### src/rtl/cu_pkg.sv
// Shared types and ALU control encodings for the multi-cycle control unit.
package cu_pkg;

  typedef enum logic [2:0] {
    OP_AND   = 3'b000,
    OP_OR    = 3'b001,
    OP_ADD   = 3'b010,
    OP_SUB   = 3'b011,
    OP_LOAD  = 3'b100,
    OP_STORE = 3'b101,
    OP_JUMP  = 3'b110,
    OP_BLT   = 3'b111
  } opcode_t;

  typedef enum logic [2:0] {
    FETCH     = 3'd0,
    DECODE    = 3'd1,
    EXECUTE   = 3'd2,
    MEM       = 3'd3,
    WRITEBACK = 3'd4
  } state_t;

  localparam logic [2:0] ALU_AND   = 3'b000;
  localparam logic [2:0] ALU_OR    = 3'b001;
  localparam logic [2:0] ALU_ADD   = 3'b010;
  localparam logic       ALU_INV_B = 1'b1;

  // The four register-register ops occupy the lower half of the opcode space.
  function automatic logic is_alu_op(input opcode_t op);
    return (op[2] == 1'b0);
  endfunction

  // Returns {alu_ctrl, alu_ctrl2}; SUB is ADD with operand B inverted.
  function automatic logic [3:0] alu_controls(input opcode_t op);
    logic [3:0] ctl;
    ctl = {1'b0, ALU_ADD};
    case (op)
      OP_AND:  ctl = {1'b0, ALU_AND};
      OP_OR:   ctl = {1'b0, ALU_OR};
      OP_ADD:  ctl = {1'b0, ALU_ADD};
      OP_SUB:  ctl = {ALU_INV_B, ALU_ADD};
      default: ctl = {1'b0, ALU_ADD};
    endcase
    return ctl;
  endfunction

endpackage

### src/rtl/instr_field_decode.sv
// Combinational extraction of the instruction fields held in the IR.
module instr_field_decode
  import cu_pkg::*;
#(
  parameter int INSTR_W    = 16,
  parameter int REG_ADDR_W = 3,
  parameter int MEM_ADDR_W = 10
) (
  input  logic [INSTR_W-1:0]    ir,
  output opcode_t               opcode,
  output logic [REG_ADDR_W-1:0] rd,
  output logic [REG_ADDR_W-1:0] rs1,
  output logic [REG_ADDR_W-1:0] rs2,
  output logic [MEM_ADDR_W-1:0] mem_addr,
  output logic [INSTR_W-4:0]    jump_target
);

  assign opcode      = opcode_t'(ir[INSTR_W-1 -: 3]);
  assign rd          = ir[INSTR_W-4 -: REG_ADDR_W];
  assign rs1         = ir[INSTR_W-4-REG_ADDR_W -: REG_ADDR_W];
  assign rs2         = ir[INSTR_W-4-2*REG_ADDR_W -: REG_ADDR_W];
  assign mem_addr    = ir[MEM_ADDR_W-1:0];
  assign jump_target = ir[INSTR_W-4:0];

endmodule

### src/rtl/multicycle_control_unit.sv
// Multi-cycle sequencer: FETCH/DECODE/EXECUTE/MEM/WRITEBACK with an internal IR,
// a registered negative flag for BLT and a bounded data-memory wait.
module multicycle_control_unit
  import cu_pkg::*;
#(
  parameter int INSTR_W     = 16,
  parameter int REG_ADDR_W  = 3,
  parameter int MEM_ADDR_W  = 10,
  parameter int MEM_TIMEOUT = 15
) (
  input  logic                  clk,
  input  logic                  reset,
  output logic                  instr_req,
  input  logic                  instr_valid,
  input  logic [INSTR_W-1:0]    instruction,
  input  logic                  alu_negative,
  input  logic                  mem_ready,
  output logic                  alu_ctrl,
  output logic [2:0]            alu_ctrl2,
  output logic                  reg_write_enable,
  output logic                  wb_sel,
  output logic                  mem_req,
  output logic                  mem_write_enable,
  output logic [REG_ADDR_W-1:0] write_address,
  output logic [REG_ADDR_W-1:0] read_address1,
  output logic [REG_ADDR_W-1:0] read_address2,
  output logic [MEM_ADDR_W-1:0] mem_address,
  output logic [INSTR_W-4:0]    jump_address,
  output logic                  pc_load,
  output logic                  pc_inc,
  output logic                  mem_error
);

  localparam int CNT_W = (MEM_TIMEOUT > 1) ? $clog2(MEM_TIMEOUT) : 1;
  localparam logic [CNT_W-1:0] CNT_LAST = CNT_W'((MEM_TIMEOUT > 0) ? MEM_TIMEOUT - 1 : 0);

  state_t               state_reg, state_next;
  logic [INSTR_W-1:0]   ir_reg, ir_next;
  logic                 neg_flag_reg, neg_flag_next;
  logic [CNT_W-1:0]     tmo_cnt_reg, tmo_cnt_next;

  opcode_t               opcode;
  logic [REG_ADDR_W-1:0] rd, rs1, rs2;
  logic [MEM_ADDR_W-1:0] mem_addr;
  logic [INSTR_W-4:0]    jump_target;
  logic                  timeout_hit;

  instr_field_decode #(
    .INSTR_W    (INSTR_W),
    .REG_ADDR_W (REG_ADDR_W),
    .MEM_ADDR_W (MEM_ADDR_W)
  ) u_fields (
    .ir          (ir_reg),
    .opcode      (opcode),
    .rd          (rd),
    .rs1         (rs1),
    .rs2         (rs2),
    .mem_addr    (mem_addr),
    .jump_target (jump_target)
  );

  // A zero MEM_TIMEOUT means the MEM state waits indefinitely.
  assign timeout_hit = (MEM_TIMEOUT != 0) && (tmo_cnt_reg == CNT_LAST);

  always_ff @(posedge clk or posedge reset) begin
    if (reset) begin
      state_reg    <= FETCH;
      ir_reg       <= '0;
      neg_flag_reg <= 1'b0;
      tmo_cnt_reg  <= '0;
    end else begin
      state_reg    <= state_next;
      ir_reg       <= ir_next;
      neg_flag_reg <= neg_flag_next;
      tmo_cnt_reg  <= tmo_cnt_next;
    end
  end

  always_comb begin
    state_next    = state_reg;
    ir_next       = ir_reg;
    neg_flag_next = neg_flag_reg;
    tmo_cnt_next  = tmo_cnt_reg;
    case (state_reg)
      FETCH: begin
        if (instr_valid) begin
          ir_next    = instruction;
          state_next = DECODE;
        end
      end
      DECODE: state_next = EXECUTE;
      EXECUTE: begin
        if (is_alu_op(opcode)) begin
          neg_flag_next = alu_negative;
          state_next    = WRITEBACK;
        end else if (opcode == OP_LOAD || opcode == OP_STORE) begin
          tmo_cnt_next = '0;
          state_next   = MEM;
        end else begin
          state_next = FETCH;
        end
      end
      MEM: begin
        // A completion in the last allowed cycle takes priority over the abort.
        if (mem_ready) begin
          state_next = (opcode == OP_LOAD) ? WRITEBACK : FETCH;
        end else if (timeout_hit) begin
          state_next = FETCH;
        end else begin
          tmo_cnt_next = tmo_cnt_reg + 1'b1;
        end
      end
      WRITEBACK: state_next = FETCH;
      default:   state_next = FETCH;
    endcase
  end

  always_comb begin
    instr_req        = 1'b0;
    pc_inc           = 1'b0;
    pc_load          = 1'b0;
    jump_address     = '0;
    read_address1    = '0;
    read_address2    = '0;
    write_address    = '0;
    alu_ctrl         = 1'b0;
    alu_ctrl2        = '0;
    reg_write_enable = 1'b0;
    wb_sel           = 1'b0;
    mem_req          = 1'b0;
    mem_write_enable = 1'b0;
    mem_address      = '0;
    mem_error        = 1'b0;
    // Reset masks every output so an in-flight access is dropped at once.
    if (!reset) begin
      case (state_reg)
        FETCH: begin
          instr_req = 1'b1;
          pc_inc    = instr_valid;
        end
        DECODE: begin
          read_address1 = (opcode == OP_STORE) ? rd : rs1;
          read_address2 = rs2;
          write_address = rd;
        end
        EXECUTE: begin
          if (is_alu_op(opcode)) begin
            {alu_ctrl, alu_ctrl2} = alu_controls(opcode);
          end else if (opcode == OP_JUMP) begin
            pc_load      = 1'b1;
            jump_address = jump_target;
          end else if (opcode == OP_BLT) begin
            pc_load      = neg_flag_reg;
            jump_address = jump_target;
          end
        end
        MEM: begin
          mem_req          = 1'b1;
          mem_address      = mem_addr;
          mem_write_enable = (opcode == OP_STORE);
          if (opcode == OP_STORE) read_address1 = rd;
          mem_error        = timeout_hit && !mem_ready;
        end
        WRITEBACK: begin
          reg_write_enable = 1'b1;
          write_address    = rd;
          wb_sel           = (opcode == OP_LOAD);
          if (is_alu_op(opcode)) {alu_ctrl, alu_ctrl2} = alu_controls(opcode);
        end
        default: ;
      endcase
    end
  end

endmodule

### config.mk
export PLATFORM = sky130hd
export DESIGN_NAME = multicycle_control_unit
export DESIGN_NICKNAME = d
export VERILOG_FILES = /design/src/rtl/cu_pkg.sv /design/src/rtl/instr_field_decode.sv /design/src/rtl/multicycle_control_unit.sv
export SDC_FILE = /design/constraint.sdc
export NUM_CORES = 1
export LEC_CHECK = 0
export ABC_AREA = 1
export CORE_ASPECT_RATIO = 1.4
export CORE_MARGIN = 2
export CORE_UTILIZATION = 41
export CTS_CLUSTER_DIAMETER = 120
export DETAILED_ROUTE_END_ITERATION = 8
export GPL_ROUTABILITY_DRIVEN = 0
export PLACE_DENSITY_LB_ADDON = 0.08
export SLEW_MARGIN = 5
export SYNTH_ARGS = -nofsm -noshare
export SYNTH_HDL_FRONTEND = slang
export SYNTH_SLANG_ARGS = --single-unit
### constraint.sdc
create_clock -name clk -period 2.15 [get_ports clk]
set_input_delay 0.43 -clock clk [delete_from_list [all_inputs] [get_ports clk]]
set_output_delay 0.43 -clock clk [all_outputs]
set_load 0.1 [all_outputs]
==> impl_metrics.json <==
{
  "synth.area.top_cells": "dfrtp_1 (42%), nor2_1 (16%), inv_1 (6.8%), nand2_1 (6.8%), a21oi_1 (5.3%)",
  "die_h_um": 73.82,
  "syn_avg_cell_area_um2": 7.103,
  "drive_above_1_share_pct": 48.07,
  "syn_area_um2": 1428,
  "routed-via-count": 1780,
  "violations": "negative setup slack",
  "diodes": 0,
  "synth_mux_area_share_pct": 0,
  "arrival_ns": 1.75,
  "core_area_um2": 3347,
  "antenna_found_initial": 0,
  "seq_area_frac_synth_pct": 42.07,
  "route.detailed.drc": 0,
  "synthXorXnorAreaFrac_pct": 0.6135,
  "clock-root-buffer": "clkbuf_8",
  "grt_max_degree": 33,
  "grt_pass1_wl_um": 8459,
  "maxCapViolCount": 0,
  "synth_compound_area_share_pct": 8.764,
  "setup_viol": 10,
  "rows": 25,
  "period_minus_slack_ns": 2.183,
  "fin_util_pct": 93.01,
  "yosysTopAreaCell": "dfrtp_1",
  "fin_tns_setup_ns": -0.1077,
  "synth_edf_count": 0,
  "first_pass_iters": 4,
  "nNetsFinal": 309,
  "crit_required_ns": 1.72,
  "rsz0062_at_grt": "true",
  "dp_hpwl_um": 3938,
  "yosysTopAreaCellShare_pct": 42.07,
  "synth_top_family_by_area": "simple AND/OR/NAND/NOR gates",
  "synth-simple-area-share_pct": 35.14,
  "cts_max_path_buffers": 2,
  "viasPerCell": 5.477,
  "cts.sinks": 24,
  "cts_inserted_buffers": 3,
  "crit_fanout": 7,
  "synth_cell_types": 24,
  "timing.final.ws_setup_ns": -0.03327,
  "critical_path_class": "reg2out",
  "p_leak_nw": 1.366,
  "grt_overflow": 0,
  "powerDensity_nw_per_um2": 1361,
  "tritoncts": "yes",
  "netlist_instances": 201,
  "fmax_mhz": 458.0,
  "insertion_delay_ns": 0.27,
  "ys_warn_count": 0,
  "worstHoldPathType": "in2async",
  "outcome": "finished, violations left",
  "path_clk_slew_ns": 0.10,
  "synthArstFlopShare_pct": 100.0,
  "wl_per_cell_um": 18.52,
  "first_global_vias": 1791,
  "cts_hold_buf": 0,
  "htree_levels": 1,
  "hold_viol_final": 0,
  "io_buffers": 63,
  "die-area_um2": 3977,
  "ir_worst_vdd_mv": 1.292,
  "clock_skew_ns": 0.009969,
  "end_kind": "output port",
  "grt_usage_pct": 29.50,
  "totalWireLength_um": 6019,
  "die_w_um": 53.87,
  "syn-num-nets": 224,
  "drtIter0Drc": 86,
  "io_pins": 65,
  "ant_nets": 0,
  "synth-seq-cells": 24,
  "synth_fa_ha_area_share_pct": 1.753,
  "largest_reg_flops": 16,
  "cp-start-kind": "flip-flop",
  "r2r_cells": 5,
  "area_growth_pct": 118.1,
  "start_util_pct": 42.65,
  "finalCritPeriodShare_pct": 101.5,
  "slew_viol_final": 0,
  "synth_ff_type": "dfrtp_1"
}
[timing repair]
action                     4_1_cts  5_1_grt
buffers inserted                 2        8
pin swaps                        1        3
setup endpoints to repair       34       20
resized for setup               11        8
[power by group]
| group | leakage (nW) | switching [W] | internal, W |
|---|---|---|---|
| clock | 0.0357 | 0.000156 | 0.000249 |
| combinational | 1.05 | 0.00203 | 0.000975 |
| sequential | 0.277 | 0.000184 | 0.000641 |
[worst paths after layout]
check	from	endpoint	slack [ns]
max	state_reg[0]	jump_address[4]	-0.03
min reg2reg	neg_flag_reg	neg_flag_reg	0.51
max in group asynchronous	reset	state_reg[2]	1.43
max reg2reg	state_reg[0]	ir_reg[15]	0.62
min	reset	neg_flag_reg	0.43
min in group clk	neg_flag_reg	neg_flag_reg	0.51
[final cells by class]
type | instances | area [um2]
clock buffer | 3 | 41.29
clock inverter | 1 | 30.03
fill | 108 | 234.0
inverter | 28 | 115.1
multi-input combinational | 142 | 991.0
sequential | 24 | 604.3
tap | 40 | 50.05
timing repair buffer | 87 | 1281
[layout by cell type (no fill, tap or decap), types with 5 or more instances in the layout]
cell type,instances
nor2_2,10
nor3_2,5
nand3_1,11
a21oi_1,15
clkdlybuf4s50_1,19
buf_12,46
nand2_1,20
nand2_2,5
dfrtp_1,21
buf_4,20
nor2_1,23
inv_1,24
nor2_4,28
o21ai_0,9
[cell families (layout without fill, tap and decap cells)]
group	count (synthesis)	in the layout
other	1	1
AO/OA/AOI/OAI	25	25
XOR/XNOR	1	1
adder cells (fa/ha/maj)	2	2
buffers and inverters	35	119
AND/OR/NAND/NOR	113	113
flip-flops	24	24
[critical path, stage by stage (launching register included)]
cell	delay, ns
dfrtp_2	0.50
nor2_4	0.19
nand2_4	0.09
inv_4	0.08
nand4_4	0.12
buf_12	0.20
nor2_4	0.12
buf_12	0.19
[Yosys cell counts, drive strengths merged (2+ instances only)]
master,n
nor2,61
buf,6
o21ai,10
a21oi,15
ha,2
inv,28
nand3,14
nor3,8
nand2,27
dfrtp,24
[per-stage QoR]
step	total power [W]	cell area (um2)	worst slack, ns	hold slack [ns]	cells
floorplan	0.002639	1735	-0.3969	0.3476	201
global placement	0.003452	2917	0.002420	0.4602	311
detailed placement	0.003529	2917	-0.04565	0.4714	311
CTS	0.004002	3029	0.01390	0.4282	317
global route	0.004387	3113	-0.06250	0.4353	325
finish	0.004236	3113	-0.03327	0.4308	325
[routing by layer]
layer | vias up | part of all wire [%] | track usage, %
met5 | - | 0 | 0
met4 | 0 | 2.9 | 15.38
met3 | 20 | 5.6 | 7.724
met2 | 84 | 58 | 52.30
met1 | 878 | 34 | 30.51
li1 | 798 | - | -
No activity file was read; power rests on OpenSTA's default activity.
